`config.mk`:
```
export PLATFORM = sky130hd
export DESIGN_NAME = stack_controller_flat
export DESIGN_NICKNAME = d
export VERILOG_FILES = /design/src/rtl/stack_controller_if.sv /design/src/rtl/stack_controller.sv /design/src/flat_wrapper.sv
export SDC_FILE = /design/constraint.sdc
export NUM_CORES = 1
export LEC_CHECK = 0
export CORE_MARGIN = 2
export CORE_UTILIZATION = 47
export DETAILED_ROUTE_END_ITERATION = 16
export PLACE_DENSITY = 0.94
export SYNTH_ARGS = -nofsm -noshare
export SYNTH_HDL_FRONTEND = slang
export SYNTH_SLANG_ARGS = --single-unit
```
`constraint.sdc`:
```
create_clock -name clock -period 8.6 [get_ports clock]
set_input_delay 1.72 -clock clock [delete_from_list [all_inputs] [get_ports clock]]
set_output_delay 1.72 -clock clock [all_outputs]
set_load 0.02 [all_outputs]
```
`src/rtl/stack_controller_if.sv`:
```
// Handshake and memory-side signal bundle for the stack controller.
// slave is the controller's view; master is the requester/memory view.
interface stack_controller_if #(
    parameter int DATA_W = 16,
    parameter int ADDR_W = 8,
    parameter int DEPTH  = 16
);
    localparam int CNT_W = $clog2(DEPTH) + 1;

    logic              req_valid;
    logic [1:0]        req_op;
    logic [DATA_W-1:0] req_data;
    logic              req_ready;
    logic              rsp_valid;
    logic              rsp_err;
    logic [DATA_W-1:0] rsp_data;
    logic [ADDR_W-1:0] mem_addr;
    logic [DATA_W-1:0] mem_wdata;
    logic              mem_we;
    logic              mem_re;
    logic [DATA_W-1:0] mem_rdata;
    logic              full_flag;
    logic              empty_flag;
    logic [CNT_W-1:0]  count;

    modport slave (
        input  req_valid, req_op, req_data, mem_rdata,
        output req_ready, rsp_valid, rsp_err, rsp_data,
               mem_addr, mem_wdata, mem_we, mem_re,
               full_flag, empty_flag, count
    );

    modport master (
        output req_valid, req_op, req_data, mem_rdata,
        input  req_ready, rsp_valid, rsp_err, rsp_data,
               mem_addr, mem_wdata, mem_we, mem_re,
               full_flag, empty_flag, count
    );
endinterface

```
`src/rtl/stack_controller.sv`:
```
// Call/data stack sequencer: one push/pop/clear at a time, drives the stack
// region of data memory and keeps occupancy plus full/empty flags.
module stack_controller #(
    parameter int              DATA_W     = 16,
    parameter int              ADDR_W     = 8,
    parameter int              DEPTH      = 16,
    parameter logic [ADDR_W-1:0] STACK_BASE = 'hE0
) (
    input logic               clock,
    input logic               reset,
    stack_controller_if.slave bus
);
    localparam int CNT_W = $clog2(DEPTH) + 1;

    localparam logic [1:0] OP_PUSH  = 2'b01;
    localparam logic [1:0] OP_POP   = 2'b10;
    localparam logic [1:0] OP_CLEAR = 2'b11;

    if (DEPTH < 2 || (DEPTH & (DEPTH - 1)) != 0) begin : gBadDepth
        $error("stack_controller: DEPTH must be a power of two and at least 2");
    end
    if (int'(STACK_BASE) + DEPTH - 1 > (1 << ADDR_W) - 1) begin : gBadBase
        $error("stack_controller: stack region exceeds the address space");
    end

    typedef enum logic [2:0] {IDLE, WRITE, READ, CAPTURE, RESP} state_t;

    state_t            state;
    logic [CNT_W-1:0]  count;
    logic              reqReady;
    logic              rspValid;
    logic              rspErr;
    logic [DATA_W-1:0] rspData;
    logic [ADDR_W-1:0] memAddr;
    logic [DATA_W-1:0] memWdata;
    logic              memWe;
    logic              memRe;
    logic              fullFlag;
    logic              emptyFlag;

    assign fullFlag  = (count == CNT_W'(DEPTH));
    assign emptyFlag = (count == '0);

    always_ff @(posedge clock or posedge reset) begin
        if (reset) begin
            state    <= IDLE;
            count    <= '0;
            reqReady <= 1'b1;
            rspValid <= 1'b0;
            rspErr   <= 1'b0;
            rspData  <= '0;
            memAddr  <= '0;
            memWdata <= '0;
            memWe    <= 1'b0;
            memRe    <= 1'b0;
        end else begin
            case (state)
                IDLE: begin
                    if (bus.req_valid) begin
                        reqReady <= 1'b0;
                        if (bus.req_op == OP_PUSH && !fullFlag) begin
                            state    <= WRITE;
                            memWe    <= 1'b1;
                            memAddr  <= STACK_BASE + ADDR_W'(count);
                            memWdata <= bus.req_data;
                        end else if (bus.req_op == OP_POP && !emptyFlag) begin
                            state   <= READ;
                            memRe   <= 1'b1;
                            memAddr <= STACK_BASE + ADDR_W'(count) - ADDR_W'(1);
                        end else begin
                            // nop, clear, overflow and underflow all answer next cycle
                            state    <= RESP;
                            rspValid <= 1'b1;
                            rspErr   <= (bus.req_op == OP_PUSH) || (bus.req_op == OP_POP);
                            rspData  <= '0;
                            if (bus.req_op == OP_CLEAR) count <= '0;
                        end
                    end
                end
                WRITE: begin
                    memWe    <= 1'b0;
                    count    <= count + CNT_W'(1);
                    state    <= RESP;
                    rspValid <= 1'b1;
                    rspErr   <= 1'b0;
                    rspData  <= '0;
                end
                READ: begin
                    memRe <= 1'b0;
                    state <= CAPTURE;
                end
                CAPTURE: begin
                    rspData  <= bus.mem_rdata;
                    count    <= count - CNT_W'(1);
                    state    <= RESP;
                    rspValid <= 1'b1;
                    rspErr   <= 1'b0;
                end
                RESP: begin
                    rspValid <= 1'b0;
                    rspErr   <= 1'b0;
                    reqReady <= 1'b1;
                    state    <= IDLE;
                end
                default: begin
                    state    <= IDLE;
                    reqReady <= 1'b1;
                end
            endcase
        end
    end

    assign bus.req_ready  = reqReady;
    assign bus.rsp_valid  = rspValid;
    assign bus.rsp_err    = rspErr;
    assign bus.rsp_data   = rspData;
    assign bus.mem_addr   = memAddr;
    assign bus.mem_wdata  = memWdata;
    assign bus.mem_we     = memWe;
    assign bus.mem_re     = memRe;
    assign bus.full_flag  = fullFlag;
    assign bus.empty_flag = emptyFlag;
    assign bus.count      = count;
endmodule
```
`src/flat_wrapper.sv`:
```
// flat-port wrapper written by rule: the top's interface ports become plain ports
module stack_controller_flat 
#(
    parameter int              DATA_W     = 16,
    parameter int              ADDR_W     = 8,
    parameter int              DEPTH      = 16,
    parameter logic [ADDR_W-1:0] STACK_BASE = 'hE0
)
  (clock, reset, bus_req_valid, bus_req_op, bus_req_data, bus_mem_rdata, bus_req_ready, bus_rsp_valid, bus_rsp_err, bus_rsp_data, bus_mem_addr, bus_mem_wdata, bus_mem_we, bus_mem_re, bus_full_flag, bus_empty_flag, bus_count);
  stack_controller_if #(.DATA_W(DATA_W), .ADDR_W(ADDR_W), .DEPTH(DEPTH)) bus_i ();
  input logic clock;
  input logic reset;
  input wire logic [$bits(bus_i.req_valid)-1:0] bus_req_valid;
  input wire logic [$bits(bus_i.req_op)-1:0] bus_req_op;
  input wire logic [$bits(bus_i.req_data)-1:0] bus_req_data;
  input wire logic [$bits(bus_i.mem_rdata)-1:0] bus_mem_rdata;
  output wire logic [$bits(bus_i.req_ready)-1:0] bus_req_ready;
  output wire logic [$bits(bus_i.rsp_valid)-1:0] bus_rsp_valid;
  output wire logic [$bits(bus_i.rsp_err)-1:0] bus_rsp_err;
  output wire logic [$bits(bus_i.rsp_data)-1:0] bus_rsp_data;
  output wire logic [$bits(bus_i.mem_addr)-1:0] bus_mem_addr;
  output wire logic [$bits(bus_i.mem_wdata)-1:0] bus_mem_wdata;
  output wire logic [$bits(bus_i.mem_we)-1:0] bus_mem_we;
  output wire logic [$bits(bus_i.mem_re)-1:0] bus_mem_re;
  output wire logic [$bits(bus_i.full_flag)-1:0] bus_full_flag;
  output wire logic [$bits(bus_i.empty_flag)-1:0] bus_empty_flag;
  output wire logic [$bits(bus_i.count)-1:0] bus_count;
  assign bus_i.req_valid = bus_req_valid;
  assign bus_i.req_op = bus_req_op;
  assign bus_i.req_data = bus_req_data;
  assign bus_i.mem_rdata = bus_mem_rdata;
  assign bus_req_ready = bus_i.req_ready;
  assign bus_rsp_valid = bus_i.rsp_valid;
  assign bus_rsp_err = bus_i.rsp_err;
  assign bus_rsp_data = bus_i.rsp_data;
  assign bus_mem_addr = bus_i.mem_addr;
  assign bus_mem_wdata = bus_i.mem_wdata;
  assign bus_mem_we = bus_i.mem_we;
  assign bus_mem_re = bus_i.mem_re;
  assign bus_full_flag = bus_i.full_flag;
  assign bus_empty_flag = bus_i.empty_flag;
  assign bus_count = bus_i.count;
  stack_controller #(.DATA_W(DATA_W), .ADDR_W(ADDR_W), .DEPTH(DEPTH), .STACK_BASE(STACK_BASE)) u_core (.clock(clock), .reset(reset), .bus(bus_i));
endmodule
```
==> results.cfg, run 1 <==
[timing]
min_period_ns = 4.18
setup_tns_ns = 0
finClkSkew_ns = 0.00933
drv_slew = 0
holdWs_ns = 0.472
layout_setup_ws_ns = 4.42
final-hold-violation-count = 0
finalSetupViolCount = 0
period_share = 0.486
worst_slew_pin_slew_ns = 1.04
rsz0062_at_grt = no
fmax_mhz = 239
slew_headroom = 0.304

[global_route]
grt_start_max_net_pins = 53
grt_first_pass_wirelength_mm = 7.98
grt_usage = 0.188
antenna_found_initial = 0
grt_overflow = 0
grt_pass1_vias = 1728

[setup_path]
crit_buf_inv = 2
r2r-end = u_core.bus.count[4]
cp_max_fo = 7
slowest_delay_ns = 0.63
worst_setup_path_start_kind = register
path_cells = inv_1, ha_1, or3b_2, nor2_1, clkdlybuf4s50_1
cp_top_family = buffers and inverters
r2r_slack_ns = 5.47
cp.arrival_ns = 2.46
crit_path_end_kind = primary output
r2r_cells = 7
slowest_stage = clkdlybuf4s50_1
r2r-start = u_core.state[0]
critPathKind = reg2out
cp.required_ns = 6.88

[cells_and_area]
area.growth.synth_to_final_pct = 42.3
drive_gt1_frac = 0.132
final_util = 0.704
layout_commonest_cell = clkdlybuf4s50_1
antenna_cells = 0
instances_no_fill = 339
mostFrequentLayoutCells = 88 x clkdlybuf4s50_1, 51 x dfrtp_1, 20 x a22o_1
nets = 317

[clocking]
cts-buffers-inserted = 5
cts_tree = yes
cts_hold_buf = 0
clk_pin_slew_ns = 0.09
clockBufferDepth = 2
htreeDepth = 2
cts.sinks = 52
post-cts-setup-buffers = 0
insertion_delay_ns = 0.30
cts-root-buf = clkbuf_8
post_cts_resized = 0

[placement]
dp_cells = 331
io_buffers = 88
gp_congestion = 0.830
dp_hpwl_mm = 3.71
post-place-ws_ns = 4.59

[floorplan]
initial_core_util = 0.495
die_y_um = 75.2
rows = 25
num_io_pins = 89
chipWidth_um = 75.2
core_um2 = 4820
die_area_um2 = 5650

[power]
p_sw_mw = 0.420
irDropWorstVdd_mv = 0.134
p_sw_frac = 0.369
share_seq_of_total_power = 0.362
power.internal_mw = 0.717
power_density_nw_per_um2 = 336
comb_power_share = 0.498
leakage_nw = 1.53
p_clk_frac = 0.140

[synth]
yosys_warnings = 0
netlist_area_um2 = 2380
syn_nets = 230
postSynthAreaPerCell_um2 = 12.9
ys_types = 48
synth_seq_cells = 52
synth_cells = 184
ys_seq_area_frac = 0.547

[drt]
vias = 1763
wl_mm = 5.04
viasPerCell = 5.20
drt_iter0_drc = 89
wl_per_cell_um = 14.9
route.detailed.drc = 0
ant_nets = 0
firstDrtPassIters = 4

[run]
maxCapViolCount = 0

[hold_path]
min_to = u_core.bus.req_ready
hp-start = u_core.bus.req_ready
hold_depth = 2
hold_path_class = reg2reg

[status]
status = finished clean
==> registers in the layout, indices dropped and copies added (netlist names) <==
name and cells:
u_core.bus.req_ready 1, u_core.bus.count 5, u_core.bus.mem_re 1, u_core.bus.mem_wdata 16, u_core.bus.rsp_data 16, u_core.bus.rsp_err 1, u_core.bus.rsp_valid 1, u_core.bus.mem_addr 7
u_core.bus.mem_we 1, u_core.state 3
==> Yosys cell counts (all sizes together) <==
library cell	n	area [um^2]
xnor2	1	8.76
nand3	2	10.0
xor2	2	17.5
a22oi	1	7.51
or2	3	18.8
or4b	1	13.8
a22o	20	175
nor3	3	15.0
clkbuf	2	7.51
mux2i	2	20.0
dfrtp	51	1280
a221o	1	10.0
nor2	7	26.3
o211ai	1	7.51
a41oi	1	8.76
a21o	1	7.51
and3	1	6.26
and2	2	12.5
buf	7	65.1
a211oi	2	20.0
inv	10	37.5
a211o	1	8.76
a32o	1	10.0
or4	1	7.51
ha	8	100
fa	1	20.0
a21boi	1	7.51
and3b	1	8.76
o41ai	2	17.5
nand2b	1	6.26
nor3b	1	7.51
nor4	1	6.26
nand4b	1	8.76
nor2b	2	12.5
or3b	1	8.76
mux2	20	255
or3	1	6.26
o21ai	3	26.3
nand2	7	26.3
a21oi	8	40.0
dfstp	1	26.3
==> worst reg2reg max path, cell delays in order (launching register included) <==
cell     delay [ns]
dfrtp_1        0.50
nor2b_1        0.52
and2_1         0.70
ha_1           0.40
a21oi_1        0.21
a21oi_1        0.10
or2_2          0.29
a221o_1        0.29
==> layer usage <==
layer	track usage	vias up	routed length, um
li1	-	833	-
met1	0.237	861	2120
met2	0.318	63	2540
met3	0.0589	6	330
met4	0.0468	0	46
met5	0	-	0
==> cell families (layout without fill, tap and decap cells) <==
| kind of cell | count (synthesis) | in the layout | synth area share |
|---|---|---|---|
| xor gates and xnor gates | 3 | 3 | 0.0110 |
| AOI/OAI and AO/OA | 43 | 43 | 0.145 |
| buffers and inverters | 19 | 107 | 0.0462 |
| muxes | 22 | 22 | 0.116 |
| adders and majority gates | 9 | 9 | 0.0504 |
| and+or+nand+nor | 36 | 36 | 0.0846 |
| DFF | 52 | 52 | 0.547 |
==> cell type report <==
cell class              count  area [um^2]
well taps                  67         83.8
flip-flops and latches     52         1300
clock buffers               6         72.6
multi-input cells         113          970
clock inverters             2         35.0
inverters                  10         37.5
repair buffers             89          888
fillers                   373         1430
==> power groups by stage <==
stage	combinational, mW	clock [mW]	sequential (mW)
after global placement	0.558	0	0.410
after global routing	0.614	0.174	0.425
after detailed placement	0.572	0	0.414
after CTS	0.573	0.167	0.412
after floorplan	0.243	0	0.500
final	0.566	0.160	0.411
==> through the flow <==
stage | cell area (um^2) | power (mW)
2_1_floorplan | 2380 | 0.743
3_3_place_gp | 3280 | 0.968
3_5_place_dp | 3280 | 0.986
4_1_cts | 3390 | 1.15
5_1_grt | 3390 | 1.21
6_report | 3390 | 1.14
==> worst max path at each step <==
stage / start / end / slack (ns) / depth (start not counted)
6_report: u_core.bus.count[0] / bus_empty_flag / 4.42 / 5
5_1_grt: u_core.bus.count[0] / bus_empty_flag / 4.27 / 5
4_1_cts: u_core.bus.count[0] / bus_empty_flag / 4.39 / 5
3_5_place_dp: bus_req_op[1] / u_core.bus.mem_wdata[13] / 4.59 / 6
3_3_place_gp: bus_req_op[1] / u_core.bus.mem_wdata[12] / 4.69 / 6
2_1_floorplan: u_core.bus.count[0] / bus_empty_flag / 5.23 / 4
Power figures use the tool's default switching activity.
==> run 2: changes to the inputs <==
--- a/config.mk
+++ b/config.mk
@@ -6,9 +6,9 @@
 export NUM_CORES = 1
 export LEC_CHECK = 0
 export CORE_MARGIN = 2
-export CORE_UTILIZATION = 47
+export CORE_UTILIZATION = 40
 export DETAILED_ROUTE_END_ITERATION = 16
-export PLACE_DENSITY = 0.94
+export PLACE_DENSITY = 0.86
 export SYNTH_ARGS = -nofsm -noshare
 export SYNTH_HDL_FRONTEND = slang
 export SYNTH_SLANG_ARGS = --single-unit
==> constraint.sdc (replaced) <==
create_clock -name clock -period 3.6 [get_ports clock]
set_input_delay 0.72 -clock clock [delete_from_list [all_inputs] [get_ports clock]]
set_output_delay 0.72 -clock clock [all_outputs]
set_load 0.02 [all_outputs]
==> results.cfg, run 2 (synthesis gave the netlist of run 1 again) <==
[status]
status = finished clean

[clocking]
cts.sinks = 52
insertion_delay_ns = 0.30
cts-root-buf = clkbuf_8
post_cts_resized = 0
cts_hold_buf = 0
cts_tree = yes
htreeDepth = 2
cts-buffers-inserted = 5
post-cts-setup-buffers = 0
clk_pin_slew_ns = 0.09
clockBufferDepth = 2

[hold_path]
hold_depth = 2
hp-start = u_core.bus.req_ready
hold_path_class = reg2reg
min_to = u_core.bus.req_ready

[global_route]
grt_start_max_net_pins = 53
grt_first_pass_wirelength_mm = 8.05
antenna_found_initial = 0
grt_pass1_vias = 1715
grt_usage = 0.157
grt_overflow = 0

[timing]
rsz0062_at_grt = no
drv_slew = 0
finClkSkew_ns = 0.00756
finalSetupViolCount = 0
min_period_ns = 3.16
worst_slew_pin_slew_ns = 1.03
layout_setup_ws_ns = 0.444
fmax_mhz = 317
period_share = 0.877
final-hold-violation-count = 0
slew_headroom = 0.310
setup_tns_ns = 0

[power]
irDropWorstVdd_mv = 0.330
p_total_mw = 2.73
power_density_nw_per_um2 = 797
leakage_nw = 1.55

[setup_path]
slowest_delay_ns = 0.62
cp.arrival_ns = 2.44
cp.required_ns = 2.88
r2r-start = u_core.state[0]
cp_top_family = buffers and inverters
crit_path_start = u_core.bus.count[0]
cp_max_fo = 7
crit_cells = 5
path_cells = inv_1, ha_1, or3b_2, nor2_1, clkdlybuf4s50_1
critPathKind = reg2out
slowest_stage = clkdlybuf4s50_1
r2r_slack_ns = 1.07
r2r_cells = 9
r2r-end = u_core.bus.count[4]
crit_buf_inv = 2
worst_setup_path_start_kind = register
crit_path_end_kind = primary output

[cells_and_area]
antenna_cells = 0
final_area_um2 = 3420
area.growth.synth_to_final_pct = 43.6
drive_gt1_frac = 0.142
instances_no_fill = 350
layout_commonest_cell = clkdlybuf4s50_1
nets = 320
fillers = 479
mostFrequentLayoutCells = 88 x clkdlybuf4s50_1, 51 x dfrtp_1, 20 x a22o_1

[drt]
drt_iter0_drc = 115
firstDrtPassIters = 4
viasPerCell = 5.03
wl_per_cell_um = 14.1
wl_mm = 4.93
ant_nets = 0
route.detailed.drc = 0
vias = 1759

[floorplan]
rows = 28
initial_core_util = 0.407
core_um2 = 5850
chipWidth_um = 81.2
die_y_um = 81.2
die_area_um2 = 6590
num_io_pins = 89

[placement]
gp_congestion = 0.803
post-place-ws_ns = 0.773
dp_hpwl_mm = 3.63
place_area_um2 = 3310
io_buffers = 88
dp_cells = 342

[run]
maxCapViolCount = 0
[run 2: cell types whose count changed in the layout (fill, tap and decap cells not counted), sizes merged]
cell	previous run	this run
buf	1	4
[run 2: worst max path at each step]
stage,to,slack [ns]
after floorplan,u_core.bus.count[4],0.85
after global placement,bus_empty_flag,0.83
after detailed placement,bus_empty_flag,0.77
after CTS,bus_empty_flag,0.43
after global routing,bus_empty_flag,0.30
final,bus_empty_flag,0.44
[run 2: routing by layer]
metal / share of wire / vias to the layer above / global-route usage
met2: 0.49 / 57 / 0.256
met5: 0 / - / 0
li1: - / 842 / -
met1: 0.45 / 858 / 0.205
met4: 0.0030 / 0 / 0.0356
met3: 0.061 / 2 / 0.0500
[run 2: tightest hold or removal path, stage by stage, from the launching register on]
cell,delay [ns]
dfstp_2,0.39
nand2_1,0.05
nand2_1,0.05
[run 2: final cells by class]
type / count / area [um^2] / area share
Multi-Input combinational cell: 113 / 970 / 0.283
Clock inverter: 2 / 35.0 / 0.0102
Sequential cell: 52 / 1300 / 0.381
Timing Repair Buffer: 92 / 911 / 0.266
Clock buffer: 6 / 72.6 / 0.0212
Inverter: 10 / 37.5 / 0.0110
Tap cell: 75 / 93.8 / 0.0274
[run 2: report_power, final]
part	total [mW]	switching, mW	internal [mW]
registers	0.974	0.173	0.801
logic	1.37	0.655	0.714
clock network	0.386	0.180	0.206
total	2.73	1.01	1.72
[run 2: per-stage QoR]
step / hold WS (ns) / util
after floorplan: 0.492 / -
final: 0.480 / 0.585
after global placement: 0.468 / 0.567
after global routing: 0.502 / 0.585
after CTS: 0.486 / 0.585
after detailed placement: 0.474 / 0.567
==> run 3: changes to the inputs <==
--- a/config.mk
+++ b/config.mk
@@ -8,6 +8,7 @@
 export CORE_MARGIN = 2
 export CORE_UTILIZATION = 40
 export DETAILED_ROUTE_END_ITERATION = 16
+export HOLD_SLACK_MARGIN = 0.1
 export PLACE_DENSITY = 0.86
 export SYNTH_ARGS = -nofsm -noshare
 export SYNTH_HDL_FRONTEND = slang
==> results of run 3 <==
The final DEF is identical to that of run 2; final timing and power are the same.
